==> config.mk <==
export PLATFORM = sky130hd
export DESIGN_NAME = enc8x3_seq_flat
export DESIGN_NICKNAME = d
export VERILOG_FILES = /design/src/rtl/enc_pkg.sv /design/src/rtl/enc8x3_seq_if.sv /design/src/rtl/prio_enc8.sv /design/src/rtl/enc8x3_seq.sv /design/src/flat_wrapper.sv
export SDC_FILE = /design/constraint.sdc
export NUM_CORES = 1
export LEC_CHECK = 0
export CORE_ASPECT_RATIO = 0.9
export CORE_MARGIN = 2
export CORE_UTILIZATION = 45
export CTS_CLUSTER_SIZE = 14
export DETAILED_ROUTE_END_ITERATION = 8
export MAX_ROUTING_LAYER = met4
export PLACE_DENSITY = 0.75
export SLEW_MARGIN = 15
export SYNTH_ARGS = -nofsm -noshare
export SYNTH_HDL_FRONTEND = slang
export SYNTH_SLANG_ARGS = --single-unit
==> constraint.sdc <==
create_clock -name clk -period 10.7 [get_ports clk]
set_input_delay 3.21 -clock clk [delete_from_list [all_inputs] [get_ports clk]]
set_output_delay 3.21 -clock clk [all_outputs]
set_load 0.05 [all_outputs]
==> src/rtl/enc_pkg.sv <==
// Shared constants and helpers for the sequential 8-to-3 priority encoder.
package enc_pkg;

  localparam int unsigned N  = 8;
  localparam int unsigned CW = $clog2(N);
  localparam bit HI_FIRST_DEF = 1'b1;

  // One-hot mask with only bit idx set; used to retire the granted line.
  function automatic logic [N-1:0] onehot(input logic [CW-1:0] idx);
    logic [N-1:0] m;
    m      = '0;
    m[idx] = 1'b1;
    return m;
  endfunction

endpackage

==> src/rtl/enc8x3_seq_if.sv <==
// Grant handshake between the encoder (master) and its consumer (slave).
interface enc8x3_seq_if;

  logic                     valid;
  logic                     ready;
  logic [enc_pkg::CW-1:0]   code;
  logic                     multi;

  modport master (output valid, output code, output multi, input ready);
  modport slave  (input valid, input code, input multi, output ready);

endinterface

==> src/rtl/prio_enc8.sv <==
// Combinational 8-input priority encoder with selectable winning end.
module prio_enc8
  import enc_pkg::*;
#(
  parameter bit HI_FIRST = HI_FIRST_DEF
) (
  input  logic [N-1:0]  src,
  output logic [CW-1:0] idx,
  output logic          any,
  output logic          multi
);

  // Scan towards the winning end so the last hit seen has priority.
  always_comb begin
    idx = '0;
    for (int unsigned i = 0; i < N; i++) begin
      int unsigned j;
      j = HI_FIRST ? i : (N - 1 - i);
      if (src[j]) idx = j[CW-1:0];
    end
    any   = |src;
    multi = ($countones(src) > 1);
  end

endmodule

==> src/rtl/enc8x3_seq.sv <==
// Sticky request collector that grants one encoded line per handshake.
module enc8x3_seq
  import enc_pkg::*;
#(
  parameter bit HI_FIRST = HI_FIRST_DEF
) (
  input  logic                clk,
  input  logic                rst_n,
  input  logic                en,
  input  logic [N-1:0]        d,
  input  logic                flush,
  enc8x3_seq_if.master        bus,
  output logic                busy
);

  logic [N-1:0]  pend;
  logic [N-1:0]  cap;
  logic [N-1:0]  src;
  logic [CW-1:0] sel_idx;
  logic          sel_any;
  logic          sel_multi;
  logic          load;
  logic          valid_q;
  logic [CW-1:0] code_q;
  logic          multi_q;

  // Merge this cycle's strobes with outstanding requests before picking.
  always_comb begin
    cap  = en ? d : '0;
    src  = pend | cap;
    load = (!valid_q || bus.ready) && sel_any;
  end

  prio_enc8 #(.HI_FIRST(HI_FIRST)) u_prio (
    .src   (src),
    .idx   (sel_idx),
    .any   (sel_any),
    .multi (sel_multi)
  );

  // Pending register and output register; flush beats load and take.
  always_ff @(posedge clk or negedge rst_n) begin
    if (!rst_n) begin
      pend    <= '0;
      valid_q <= 1'b0;
      code_q  <= '0;
      multi_q <= 1'b0;
    end else if (flush) begin
      pend    <= '0;
      valid_q <= 1'b0;
    end else if (load) begin
      code_q  <= sel_idx;
      multi_q <= sel_multi;
      valid_q <= 1'b1;
      pend    <= src & ~onehot(sel_idx);
    end else begin
      pend <= src;
      if (valid_q && bus.ready) valid_q <= 1'b0;
    end
  end

  assign bus.valid = valid_q;
  assign bus.code  = code_q;
  assign bus.multi = multi_q;
  assign busy      = |pend;

endmodule
==> src/flat_wrapper.sv <==
// flat-port wrapper written by rule: the top's interface ports become plain ports
module enc8x3_seq_flat import enc_pkg::*;
#(
  parameter bit HI_FIRST = HI_FIRST_DEF
)
  (clk, rst_n, en, d, flush, busy, bus_valid, bus_code, bus_multi, bus_ready);
  enc8x3_seq_if bus_i ();
  input  logic clk;
  input  logic rst_n;
  input  logic en;
  input  logic [N-1:0] d;
  input  logic flush;
  output logic busy;
  output wire logic [$bits(bus_i.valid)-1:0] bus_valid;
  output wire logic [$bits(bus_i.code)-1:0] bus_code;
  output wire logic [$bits(bus_i.multi)-1:0] bus_multi;
  input wire logic [$bits(bus_i.ready)-1:0] bus_ready;
  assign bus_valid = bus_i.valid;
  assign bus_code = bus_i.code;
  assign bus_multi = bus_i.multi;
  assign bus_i.ready = bus_ready;
  enc8x3_seq #(.HI_FIRST(HI_FIRST)) u_core (.clk(clk), .rst_n(rst_n), .en(en), .d(d), .flush(flush), .bus(bus_i), .busy(busy));
endmodule
==> qor.yml <==
outcome:
  status: "complete, no violations"
worst_setup_path:
  cp_max_fo: 11
  crit_chain: "clkdlybuf4s50_1 > a21oi_1 > inv_1 > fa_1 > fa_1 > fa_1 > ha_1 > inv_1 > fa_1 > a211oi_1 > mux2_2 > nand2_1 > mux2_2"
  r2r-start: "u_core.pend[0]"
  path_class: "primary input to flip-flop"
  endpoint_kind: "flip-flop"
  critPathLaunch: "en"
  critical_path_arrival_ns: 7.09
  worstPathRequired_ns: 10.87
  start_kind: "primary input"
  critPathBufInv: 3
  cpMaxStageDelayCell: "clkdlybuf4s50_1"
  max_stage_delay_ns: 0.61
  crit_family: "adder cells"
  path_common_cell: "fa_1"
place:
  placed_cells: 127
  place_hpwl_mm: 1.34
  port-buffer-count: 18
  pre_cts_ws_ns: 3.50
  place.gp.congestion: 0.786
global_routing:
  grt_overflow: 0
  grt_use_total_pct: 18.0
  grt_start_max_net_pins: 14
  grt_pass1_vias: 677
  grt_pass1_wl_mm: 2.86
  antenna_found_initial: 0
floorplan:
  num_io_pins: 19
  die-width_microns: 49.9
  rows: 14
  die_h_microns: 45.3
  initial_core_util_pct: 49.2
  core_sq_um: 1730
  die_area_sq_um: 2260
routing:
  drcViolationCount: 0
  routed_wl_mm: 1.71
  firstDrtPassIters: 5
  antenna_left: 0
  drt_iter0_markers: 11
  wl_per_cell_microns: 13.1
  vias: 705
  drt-vias-per-instance: 5.38
clock_network:
  worstSkewPairLatency_ns: 0.28
  post-cts-setup-buffers: 0
  clk_pin_slew_ns: 0.07
  cts_buffers: 3
  clock_path_buffers: 2
  cts_sinks: 13
  hold_buffers: 0
  cts_tree: "done"
  cts_root_buf: "clkbuf_4"
  post_cts_resized: 0
  htree_num_levels: 1
power_and_ir_drop:
  seqPwrFrac_pct: 34.3
  p_total_w: 0.000172
  power.internal_w: 0.000104
  power_switching_w: 0.0000682
  total_leakage_power_nw: 0.490
  power_density_nw_per_um2: 161
  p_sw_share_pct: 39.6
  peakVddDrop_mv: 0.117
  clkPwrFrac_pct: 17.3
  comb_power_share_pct: 48.4
hold_path:
  min_from: "u_core.bus.code[2]"
  min_path_type: "flip-flop to flip-flop"
cells_and_area:
  nets: 129
  drive_gt1_share_pct: 10.3
  syn2layout_area_growth_pct: 25.5
  final_cell_mix: "clkdlybuf4s50_1, dfrtp_1, inv_1, nor2_1, a21oi_1"
  antenna-diode-count: 0
  final_common_cell: "clkdlybuf4s50_1"
  final_cells: 131
yosys:
  yosys.area.top_type_share_pct: 38.1
  synth_warnings: 0
  ys_ff_latch: 13
  synth_area_leaders: "dfrtp_1, fa_1, ha_1"
  syn-cell-area_sq_um: 853
  synth_cell_type_count: 31
  synth_area_leader_cell: "dfrtp_1"
  synth_fp_nets: 109
  yosysSeqAreaShare_pct: 38.1
  syn_inst: 88
  syn_area_per_cell_sq_um: 9.70
sta:
  relSlewSlack_pct: 61.7
  fin_ws_ns: 3.78
  clock_skew_ns: 0.00277
  setup_tns_ns: 0
  min_period_over_period_pct: 64.7
  setup_viol: 0
  timing_hold_violations_final: 0
  rsz0062_at_grt: "false"
  whs_ns: 0.517
  max_freq_mhz: 144
  worstMarginPinSlew_ns: 0.573
  min_period_ns: 6.92
  slew_viol_final: 0
run:
  cap_violations: 0
## path summary, 6_finish.rpt
path,to,slack [ns],depth (start not counted)
max reg2reg,u_core.bus.multi,7.04,12
max in group asynchronous,u_core.pend[6],7.03,1
min,u_core.bus.code[2],0.52,1
min reg2reg,u_core.bus.code[2],0.52,1
min in group asynchronous,u_core.pend[3],3.30,1
max,u_core.bus.multi,3.78,13
## sequential cells by signal (all words and copies together), names as in the netlist
| register | flops |
|---|---|
| u_core.bus.code | 3 |
| u_core.pend | 8 |
| u_core.bus.multi | 1 |
| u_core.bus.valid | 1 |
## cell type report
type	instances	area (sq um)
inverter	11	41.3
tap	24	30.0
multi-input combinational	61	468
timing repair buffer	18	180
sequential	13	325
fill	146	663
clock buffer	4	26.3
## Yosys cell counts
cell      instances
nand2_1           3
nor4_1            1
a21o_1            1
buf_1             1
o31a_1            1
o21ai_1           3
mux2i_1           1
a31oi_1           1
a21oi_2           2
nor2_1           10
nand4_2           1
fa_1              4
and2_1            1
nand2b_1          1
nand4_1           1
nor2b_1           1
buf_6             1
nor3_1            2
a211oi_1          5
a21oi_1           6
o211a_1           1
mux2_2            4
dfrtp_1          13
inv_1            11
a311oi_1          1
ha_1              4
o21ai_0           2
o21ai_2           1
clkbuf_1          1
nand3_1           1
o21a_1            2
## cells by family after synthesis
family,Yosys count,synth area share (%)
simple gates,22,12.6
compound gates,26,20.5
flops,13,38.1
mux,5,6.45
buf+inv,14,7.04
fa+ha+maj,8,15.2
## worst register-to-register path, cell delays in order, from the launching register on
cell	delay (ns)
dfrtp_1	0.38
a21oi_1	0.24
inv_1	0.10
fa_1	0.49
fa_1	0.53
fa_1	0.55
ha_1	0.17
inv_1	0.05
fa_1	0.37
a211oi_1	0.21
mux2_2	0.18
nand2_1	0.04
mux2_2	0.25
## routing by layer
metal	share of wire (%)	GRT usage, %
met5	0	-
met2	44	29.6
met4	0.58	3.33
met3	7.2	6.95
met1	48	21.4
## metrics by stage
step           instance area (sq um)  util, %
3_5_place_dp                    1040     60.2
3_3_place_gp                    1040     60.2
4_1_cts                         1070     61.8
2_1_floorplan                    853        -
5_1_grt                         1070     61.8
6_report                        1070     61.8
## power groups by stage
stage / registers, W / clock network [W] / logic (W)
after floorplan: 0.0000765 / 0 / 0.0000420
after global placement: 0.0000599 / 0 / 0.0000820
after detailed placement: 0.0000600 / 0 / 0.0000830
after CTS: 0.0000591 / 0.0000305 / 0.0000839
after global routing: 0.0000599 / 0.0000336 / 0.0000927
final: 0.0000591 / 0.0000298 / 0.0000833
(Power assumes the default switching activity.)
